### config.mk
export PLATFORM = sky130hd
export DESIGN_NAME = cond_flag_stage
export DESIGN_NICKNAME = d
export VERILOG_FILES = /design/src/rtl/cond_flag_stage.sv
export SDC_FILE = /design/constraint.sdc
export NUM_CORES = 1
export LEC_CHECK = 0
export ABC_AREA = 1
export CAP_MARGIN = 20
export CORE_ASPECT_RATIO = 0.8
export CORE_MARGIN = 2
export CORE_UTILIZATION = 25
export CTS_BUF_LIST = sky130_fd_sc_hd__clkbuf_16
export DETAILED_ROUTE_END_ITERATION = 10
export GPL_ROUTABILITY_DRIVEN = 0
export PLACE_DENSITY_LB_ADDON = 0.12
export SLEW_MARGIN = 20
export SYNTH_ARGS = -nofsm -noshare
export SYNTH_HDL_FRONTEND = slang
export SYNTH_SLANG_ARGS = --single-unit
export TNS_END_PERCENT = 10
### constraint.sdc
create_clock -name clk -period 1.82 [get_ports clk]
set_clock_uncertainty 0.15 [all_clocks]
set_input_delay 0.364 -clock clk [delete_from_list [all_inputs] [get_ports clk]]
set_output_delay 0.364 -clock clk [all_outputs]
set_load 0.005 [all_outputs]
### src/rtl/cond_flag_stage.sv
// Execute->Memory stage: holds the NZCV flag register and evaluates the ARM condition field.
// It gates failed-condition writes and registers results into M. Define COND_SQUASH_CNT_EN to add the SquashCnt output.
module cond_flag_stage #(
    parameter int DATA_W = 32,
    parameter int REG_AW = 4
) (
    input  logic              clk,
    input  logic              reset_n,
    input  logic              ExValid,
    input  logic              Stall,
    input  logic              Flush,
    input  logic [3:0]        Cond,
    input  logic [1:0]        FlagW,
    input  logic              PCS,
    input  logic              RegW,
    input  logic              MemW,
    input  logic              NoWrite,
    input  logic [DATA_W-1:0] ALUResult,
    input  logic [3:0]        ALUFlags,
    input  logic [REG_AW-1:0] WA3,
    output logic [3:0]        Flags,
    output logic              CondEx,
    output logic              ValidM,
    output logic              PCSrcM,
    output logic              RegWriteM,
    output logic              MemWriteM,
    output logic [DATA_W-1:0] ALUResultM,
    output logic [REG_AW-1:0] WA3M
`ifdef COND_SQUASH_CNT_EN
    ,
    output logic [31:0]       SquashCnt
`endif
);

    logic flag_n, flag_z, flag_c, flag_v;
    logic take;

    assign flag_n = Flags[3];
    assign flag_z = Flags[2];
    assign flag_c = Flags[1];
    assign flag_v = Flags[0];

    // Condition is judged on the registered flags only; a flag-setting
    // instruction affects the condition of the instruction after it.
    always_comb begin
        CondEx = 1'b1;
        case (Cond)
            4'b0000: CondEx = flag_z;
            4'b0001: CondEx = ~flag_z;
            4'b0010: CondEx = flag_c;
            4'b0011: CondEx = ~flag_c;
            4'b0100: CondEx = flag_n;
            4'b0101: CondEx = ~flag_n;
            4'b0110: CondEx = flag_v;
            4'b0111: CondEx = ~flag_v;
            4'b1000: CondEx = flag_c & ~flag_z;
            4'b1001: CondEx = ~flag_c | flag_z;
            4'b1010: CondEx = (flag_n == flag_v);
            4'b1011: CondEx = (flag_n != flag_v);
            4'b1100: CondEx = ~flag_z & (flag_n == flag_v);
            4'b1101: CondEx = flag_z | (flag_n != flag_v);
            default: CondEx = 1'b1;
        endcase
    end

    assign take = ExValid & CondEx & ~Stall & ~Flush;

    always_ff @(posedge clk or negedge reset_n) begin
        if (!reset_n) begin
            Flags <= 4'b0000;
        end else begin
            if (take && FlagW[1]) Flags[3:2] <= ALUFlags[3:2];
            if (take && FlagW[0]) Flags[1:0] <= ALUFlags[1:0];
        end
    end

    // Flush outranks Stall; on flush the data fields simply hold.
    always_ff @(posedge clk or negedge reset_n) begin
        if (!reset_n) begin
            ValidM     <= 1'b0;
            PCSrcM     <= 1'b0;
            RegWriteM  <= 1'b0;
            MemWriteM  <= 1'b0;
            ALUResultM <= '0;
            WA3M       <= '0;
        end else if (Flush) begin
            ValidM    <= 1'b0;
            PCSrcM    <= 1'b0;
            RegWriteM <= 1'b0;
            MemWriteM <= 1'b0;
        end else if (!Stall) begin
            ValidM     <= ExValid;
            PCSrcM     <= ExValid & CondEx & PCS;
            RegWriteM  <= ExValid & CondEx & RegW & ~NoWrite;
            MemWriteM  <= ExValid & CondEx & MemW;
            ALUResultM <= ALUResult;
            WA3M       <= WA3;
        end
    end

`ifdef COND_SQUASH_CNT_EN
    always_ff @(posedge clk or negedge reset_n) begin
        if (!reset_n) begin
            SquashCnt <= 32'd0;
        end else if (ExValid && !CondEx && !Stall && !Flush && (SquashCnt != 32'hFFFF_FFFF)) begin
            SquashCnt <= SquashCnt + 32'd1;
        end
    end
`endif

endmodule

==> results of run 1 <==
-- worst max-delay path by stage --
stage               startpoint      to  slack (ns)
detailed placement     Cond[1]  CondEx       -0.66
global route          Flags[1]  CondEx       -0.18
finish                Flags[0]  CondEx        -0.1
floorplan             Flags[0]  CondEx        0.35
CTS                   Flags[1]  CondEx       -0.08
global placement       Cond[2]  CondEx       -0.64
-- area by class of cell --
| class | instances | area, sq um | area share [%] |
|---|---|---|---|
| clock buffer | 5 | 125.1 | 3.797 |
| clock inverter | 3 | 16.27 | 0.4935 |
| inverter | 13 | 48.80 | 1.481 |
| multi-input combinational | 177 | 765.7 | 23.23 |
| sequential | 44 | 1104 | 33.49 |
| tap | 105 | 131.4 | 3.986 |
| timing repair buffer | 113 | 1105 | 33.52 |
-- layer usage --
| metal | routed length (microns) | global-route usage, % | vias up |
|---|---|---|---|
| met2 | 2397 | 21.51 | 60 |
| met3 | 506 | 5.135 | 2 |
| li1 | - | - | 964 |
| met4 | 12 | 2.400 | 0 |
| met5 | 0 | 0 | - |
| met1 | 2542 | 17.69 | 817 |
-- critical path: cells and delay by family (launching register included) --
family / cells / cell delay [ns]
flops: 1 / 0.44
buf+inv: 2 / 0.25
simple gates: 6 / 0.42
-- cell families after synthesis --
| group | Yosys count | share of synthesized area (%) |
|---|---|---|
| simple gates | 172 | 36.99 |
| flops | 44 | 57.52 |
| buf+inv | 20 | 4.183 |
| compound gates | 5 | 1.307 |
-- layout by cell type (no fill, tap or decap), types with 4 or more instances in the layout --
cell type and instances:
nand2_1 137, clkdlybuf4s50_1 89, dfrtp_1 42, buf_4 13, inv_1 9, nand3_1 8, nor2_1 8, inv_2 5
nand4_1 5, clkbuf_16 5, nand2_2 4, nand3_2 4, dlygate4sd2_1 4
-- metrics by stage --
stage / power (mW) / hold WS [ns] / area [sq um] / TNS (ns) / worst slack, ns
3_5_place_dp: 2.039 / 0.1874 / 3095 / -2.643 / -0.6633
4_1_cts: 2.967 / 0.3232 / 3291 / -0.08481 / -0.08481
6_report: 2.921 / 0.3165 / 3296 / -0.09557 / -0.09557
3_3_place_gp: 2.034 / 0.1893 / 3095 / -2.476 / -0.6411
2_1_floorplan: 1.470 / -0.08159 / 1914 / 0 / 0.3513
5_1_grt: 3.113 / 0.3306 / 3296 / -0.1778 / -0.1778
-- sequential cells by signal, indices dropped and copies added, names as in the netlist --
name	cells
MemWriteM	1
PCSrcM	1
Flags	4
ValidM	1
RegWriteM	1
ALUResultM	32
WA3M	4
-- report_power, final --
group	switching (mW)	internal (mW)	total, mW
sequential	0.0992	1.11	1.21
clock	0.355	0.501	0.856
combinational	0.343	0.510	0.853
total	0.797	2.12	2.92
-- repair_timing --
item | 4_1_cts | 5_1_grt
hold buffers | 1 | 0
gates resized for setup | 28 | 4
buffers inserted | 2 | 0
pin swaps | 7 | 7
endpoints found under the setup margin | 6 | 2
endpoints found under the hold margin | 17 | 0
==> results.json, run 1 <==
{
  "outcome": "finished with violations",
  "violations": "setup timing",
  "worstSkewPairLatency_ns": 0.28,
  "antenna_found_initial": 0,
  "hold_path_class": "register to register",
  "grt_max_degree": 38,
  "antenna_cells": 0,
  "drt_iter0_drc": 64,
  "numCtsBuffers": 5,
  "netlist_instances": 241,
  "setup_viol": 1,
  "fp.dieW_microns": 101.8,
  "synth_commonest_cells": "141 x nand2_1, 44 x dfrtp_1, 11 x inv_1",
  "ant_nets": 0,
  "path_max_fanout": 5,
  "worstSetupPathType": "register to primary output",
  "nFillCells": 758,
  "wl_per_cell_microns": 11.87,
  "io_buffers": 99,
  "crit_path_top_delay_cell": "dfrtp_2",
  "setup_slack_ns": -0.09557,
  "end_kind": "primary output",
  "cp.required_ns": 1.31,
  "startpoint_type": "register",
  "cts_tree": "yes",
  "ys_types": 17,
  "syn_nets": 296,
  "ff2ff_path_depth": 11,
  "synth_ff_type": "dfrtp_1",
  "grt_first_pass_wirelength_microns": 8804,
  "synth-warning-count": 0,
  "synth_largest_area_cell": "dfrtp_1",
  "placedCellCount": 449,
  "worst-endpoint-arrival_ns": 1.40,
  "drc": 0,
  "synth_top_area_share_pct": 57.52,
  "detailed_place_hpwl_microns": 3898,
  "finalHoldViolCount": 0,
  "rr_endpoint": "Flags[2]",
  "synth_edf_count": 0,
  "max_freq_mhz": 522.0,
  "cts_buffer_depth": 2,
  "rsz0062_at_grt": "yes",
  "slew_headroom_pct": 70.79,
  "fin_cells": 460,
  "rows": 28,
  "synth_most_common_cell": "nand2_1",
  "fin_nets": 409,
  "grt_pass1_vias": 1832,
  "clk_pin_slew_ns": 0.06,
  "hold_path_end": "WA3M[1]",
  "crit_chain": "buf_6 > nand2_4 > nand3_2 > nand2_1 > nor2_1 > nor2_2 > nand2_4 > buf_6",
  "crit_path_max_incr_delay_ns": 0.44,
  "seq_area_frac_synth_pct": 57.52,
  "final_util_pct": 44.37,
  "min_path_cells": 2,
  "routed_wl_microns": 5458,
  "initial_utilization_pct": 25.77,
  "dieArea_sq_um": 8377,
  "finalCritPeriodShare_pct": 105.3,
  "min_period_ns": 1.916,
  "p_leak_nw": 1.634,
  "die_y_microns": 82.27,
  "area_growth_pct": 72.16,
  "ys_seq_elements": 44,
  "vias": 1843,
  "dr.pass1.iters": 4,
  "power_density_nw_per_um2": 886.3,
  "ir_drop_uv": 361.8,
  "avgViaCountPerCell": 4.007,
  "cts_root_buffer": "clkbuf_16",
  "yosys-top-cells-area": "dfrtp_1 58%, nand2_1 28%, nand3_1 2.6%, inv_1 2.2%, nand4_1 1.6%",
  "core-area_sq_um": 7427,
  "avgSynthCellArea_sq_um": 7.943,
  "worstMarginPinSlew_ns": 0.4381,
  "r2r_slack_ns": 0.23,
  "drive_gt1_share_pct": 13.24,
  "grtUsageTotal_pct": 13.47,
  "r2r-start": "Flags[0]",
  "drv_cap": 0,
  "synth_area_sq_um": 1914,
  "grt_overflow": 0,
  "async_reset_ff_share_pct": 100.0,
  "cts_max_level": 2,
  "cts.sinks": 44,
  "min_from": "WA3M[1]",
  "drv_slew": 0,
  "num_io_pins": 100
}
(Power assumes the default switching activity.)
==> run 2: changes to the inputs <==
--- a/config.mk
+++ b/config.mk
@@ -9,7 +9,7 @@
 export CAP_MARGIN = 20
 export CORE_ASPECT_RATIO = 0.8
 export CORE_MARGIN = 2
-export CORE_UTILIZATION = 25
+export CORE_UTILIZATION = 39
 export CTS_BUF_LIST = sky130_fd_sc_hd__clkbuf_16
 export DETAILED_ROUTE_END_ITERATION = 10
 export GPL_ROUTABILITY_DRIVEN = 0
==> results.json, run 2 (synthesis gave the netlist of run 1 again) <==
{
  "drc": 0,
  "grt_overflow": 0,
  "slew_headroom_pct": 70.15,
  "antenna_cells": 0,
  "grtUsageTotal_pct": 19.17,
  "worstMarginPinSlew_ns": 0.4478,
  "drt_iter0_drc": 105,
  "core-area_sq_um": 4652,
  "antenna_found_initial": 0,
  "cp.required_ns": 1.31,
  "max_freq_mhz": 530.8,
  "rows": 22,
  "top_register": "ALUResultM",
  "drive_gt1_share_pct": 11.30,
  "num_io_pins": 100,
  "worstSetupPathType": "register to primary output",
  "power_density_nw_per_um2": 890.6,
  "dieArea_sq_um": 5489,
  "outcome": "finished with violations",
  "final_cell_mix": "138 x nand2_1, 89 x clkdlybuf4s50_1, 42 x dfrtp_1",
  "initial_utilization_pct": 41.15,
  "fin_area_sq_um": 3211,
  "cts_tree": "yes",
  "grt_pass1_vias": 1802,
  "fp.dieW_microns": 82.33,
  "setup_viol": 1,
  "nFillCells": 402,
  "cts_buffer_depth": 2,
  "min_period_ns": 1.884,
  "violations": "setup timing",
  "routed_wl_microns": 4840,
  "setup_slack_ns": -0.06407,
  "cts.sinks": 44,
  "dr.pass1.iters": 4,
  "worst-endpoint-arrival_ns": 1.37,
  "ir_drop_uv": 620.1,
  "multiInputGateArea_sq_um": 749.5,
  "cts_root_buffer": "clkbuf_16",
  "wl_per_cell_microns": 11.69,
  "area_growth_pct": 67.71,
  "detailed_place_hpwl_microns": 3549,
  "placed_area_sq_um": 3032,
  "reg_top3": "ALUResultM (32), Flags (4), WA3M (4)",
  "grt_first_pass_wirelength_microns": 8114,
  "clk_pin_slew_ns": 0.06,
  "p_leak_nw": 1.625,
  "startpoint_type": "register",
  "end_kind": "primary output",
  "die_y_microns": 66.67,
  "finalCritPeriodShare_pct": 103.5,
  "power_mw": 2.859,
  "avgViaCountPerCell": 4.464,
  "seq_area_sq_um": 1104,
  "grt_max_degree": 38,
  "numCtsBuffers": 5,
  "rsz0062_at_grt": "yes",
  "drv_slew": 0,
  "io_buffers": 99,
  "hold_path_class": "register to register",
  "drv_cap": 0,
  "vias": 1848,
  "finalHoldViolCount": 0,
  "worstSkewPairLatency_ns": 0.27,
  "cts_max_level": 2,
  "layout_commonest_cell": "nand2_1",
  "path_max_fanout": 5,
  "ant_nets": 0,
  "fin_nets": 408,
  "largest_reg_flops": 32
}
## run 2: timing repair
action | CTS | global route
resized for setup | 17 | 8
setup endpoints to repair | 3 | 4
pin swaps | 6 | 3
hold endpoints to repair | 18 | 0
hold buffers | 1 | 0
setup buffers | 1 | 1
## run 2: through the flow
| stage | setup TNS (ns) | hold WS (ns) | util (%) | instances | worst slack [ns] |
|---|---|---|---|---|---|
| after floorplan | 0 | -0.08159 | - | 241 | 0.3513 |
| after global placement | -2.214 | 0.1836 | 65.17 | 403 | -0.6255 |
| after detailed placement | -2.406 | 0.1805 | 65.17 | 403 | -0.6348 |
| after CTS | -0.07806 | 0.3219 | 68.59 | 413 | -0.07806 |
| after global routing | -0.1436 | 0.3372 | 69.02 | 414 | -0.1436 |
| final | -0.06407 | 0.3170 | 69.02 | 414 | -0.06407 |
## run 2: metal layers
metal  vias up  wire length (microns)  part of all wire (%)  GRT usage (%)
met4         0                      8                  0.17          2.708
met5         -                      0                     0              0
li1        960                      -                     -              -
met3         2                    434                   9.0          7.182
met2        64                   2183                    45          30.85
met1       822                   2213                    46          25.20
## run 2: critical path: stages, from the launching register on
cell and delay, ns:
dfrtp_2 0.44, nand2_2 0.11, nand3_2 0.10, nand2_1 0.08, nand2_1 0.06, nor2_2 0.14
nand2_4 0.06, buf_6 0.11
## run 2: area by class of cell
type / instances / area share [%]
Timing Repair Buffer: 112 / 34.06
Clock buffer: 5 / 3.897
Inverter: 13 / 1.520
Tap cell: 60 / 2.338
Sequential cell: 44 / 34.37
Clock inverter: 3 / 0.4677
Multi-Input combinational cell: 177 / 23.34
## run 2: power by group
part           total (mW)  switching (mW)  internal (mW)
registers            1.21          0.0946           1.11
clock network       0.831           0.333          0.498
logic               0.820           0.336          0.483
## run 2: worst paths after layout
kind	startpoint	to	slack, ns	depth (start not counted)
min in group asynchronous	reset_n	ALUResultM[13]	0.43	2
min reg2reg	ALUResultM[9]	ALUResultM[9]	0.32	2
max in group asynchronous	reset_n	Flags[3]	0.59	3
max	Flags[0]	CondEx	-0.06	7
max reg2reg	Flags[0]	Flags[2]	0.26	9
min	ALUResultM[9]	ALUResultM[9]	0.32	2
==> run 3: changes to the inputs <==
--- a/config.mk
+++ b/config.mk
@@ -13,7 +13,9 @@
 export CTS_BUF_LIST = sky130_fd_sc_hd__clkbuf_16
 export DETAILED_ROUTE_END_ITERATION = 10
 export GPL_ROUTABILITY_DRIVEN = 0
+export GPL_TIMING_DRIVEN = 0
 export PLACE_DENSITY_LB_ADDON = 0.12
+export SETUP_SLACK_MARGIN = 0.15
 export SLEW_MARGIN = 20
 export SYNTH_ARGS = -nofsm -noshare
 export SYNTH_HDL_FRONTEND = slang
==> results.json, run 3 (synthesis gave the netlist of run 1 again) <==
{
  "outcome": "finished with violations",
  "violations": "setup timing",
  "cts_tree": "yes",
  "max_freq_mhz": 513.6,
  "grtUsageTotal_pct": 19.04,
  "top_register": "ALUResultM",
  "power_mw": 2.851,
  "dieArea_sq_um": 5489,
  "wl_per_cell_microns": 12.70,
  "whs_ns": 0.3121,
  "layout_commonest_cell": "nand2_1",
  "slew_headroom_pct": 68.04,
  "reg_top3": "ALUResultM (32), Flags (4), WA3M (4)",
  "drv_slew": 0,
  "power_density_nw_per_um2": 858.4,
  "io_buffers": 99,
  "finalCritPeriodShare_pct": 107.0,
  "path_max_fanout": 4,
  "drc": 0,
  "initial_utilization_pct": 41.15,
  "dr.pass1.iters": 4,
  "setup_slack_ns": -0.1271,
  "core-area_sq_um": 4652,
  "area_growth_pct": 73.46,
  "routed_wl_microns": 5308,
  "ant_nets": 0,
  "grt_overflow": 0,
  "grt_pass1_vias": 1766,
  "tns_ns": -0.1271,
  "end_kind": "primary output",
  "grt_first_pass_wirelength_microns": 7824,
  "rows": 22,
  "min_period_ns": 1.947,
  "final_cell_mix": "138 x nand2_1, 58 x clkdlybuf4s50_1, 41 x dfrtp_1",
  "worstMarginPinSlew_ns": 0.4794,
  "rsz0062_at_grt": "yes",
  "fin_nets": 412,
  "antenna_cells": 0,
  "largest_reg_flops": 32,
  "clk_pin_slew_ns": 0.06,
  "cts.sinks": 44,
  "numCtsBuffers": 5,
  "final_util_pct": 71.38,
  "drv_cap": 0,
  "startpoint_type": "register",
  "worstSetupPathType": "register to primary output",
  "setup_viol": 1,
  "cts_buffer_depth": 2,
  "die_y_microns": 66.67,
  "fin_area_sq_um": 3321,
  "grt_max_degree": 25,
  "fp.dieW_microns": 82.33,
  "drt_iter0_drc": 75,
  "p_leak_nw": 1.947,
  "worstSkewPairLatency_ns": 0.28,
  "antenna_found_initial": 0,
  "placedCellCount": 401,
  "vias": 1924,
  "fin_cells": 418,
  "worst-endpoint-arrival_ns": 1.43,
  "hold_path_class": "register to register",
  "cp.required_ns": 1.31,
  "ir_drop_uv": 659.2,
  "dpl_worst_slack_ns": -0.7666,
  "num_io_pins": 100,
  "placed_area_sq_um": 2995,
  "cts_max_level": 2,
  "avgViaCountPerCell": 4.603,
  "detailed_place_hpwl_microns": 3797,
  "finalHoldViolCount": 0,
  "cts_root_buffer": "clkbuf_16",
  "drive_gt1_share_pct": 13.69
}
run 3: worst max-delay path: stages (launching register included):
cell and delay, ns:
dfrtp_2 0.43, buf_4 0.14, a21oi_1 0.17, a21oi_2 0.10, nor2_4 0.14, nand2_4 0.07
buf_6 0.11
run 3: repair_timing:
| item | CTS | global route |
|---|---|---|
| gates cloned | 0 | 0 |
| setup endpoints to repair | 49 | 59 |
| pin swaps | 6 | 4 |
| endpoints found under the hold margin | 20 | 0 |
| hold buffers | 1 | 0 |
| gates resized for setup | 30 | 44 |
| buffers inserted | 6 | 2 |
run 3: cell type report:
cell class | instances | area, sq um
fillers | 374 | 1331
repair buffers | 109 | 1137
flip-flops and latches | 44 | 1105
multi-input cells | 177 | 773.2
clock buffers | 5 | 125.1
well taps | 60 | 75.07
inverters | 13 | 48.80
plain buffers | 7 | 42.54
clock inverters | 3 | 13.76
run 3: per-layer routing:
metal | track usage, % | wire length (microns) | up-vias
li1 | - | - | 970
met1 | 21.91 | 2246 | 881
met2 | 32.56 | 2542 | 67
met3 | 7.046 | 468 | 6
met4 | 6.250 | 51 | 0
met5 | 0 | 0 | -
run 3: final timing paths:
| path | start | endpoint | slack (ns) | cells past startpoint |
|---|---|---|---|---|
| setup / recovery | Flags[2] | CondEx | -0.13 | 6 |
| hold / removal | ALUResultM[0] | ALUResultM[0] | 0.31 | 2 |
| setup reg to reg | Flags[3] | Flags[3] | 0.17 | 10 |
| hold reg to reg | ALUResultM[0] | ALUResultM[0] | 0.31 | 2 |
| max in group asynchronous | reset_n | Flags[2] | 0.58 | 3 |
| min in group asynchronous | reset_n | ALUResultM[8] | 0.43 | 2 |
run 3: power by group:
group	switching [mW]	internal (mW)	total [mW]
registers	0.0953	1.12	1.21
clock network	0.346	0.498	0.844
logic	0.348	0.448	0.796
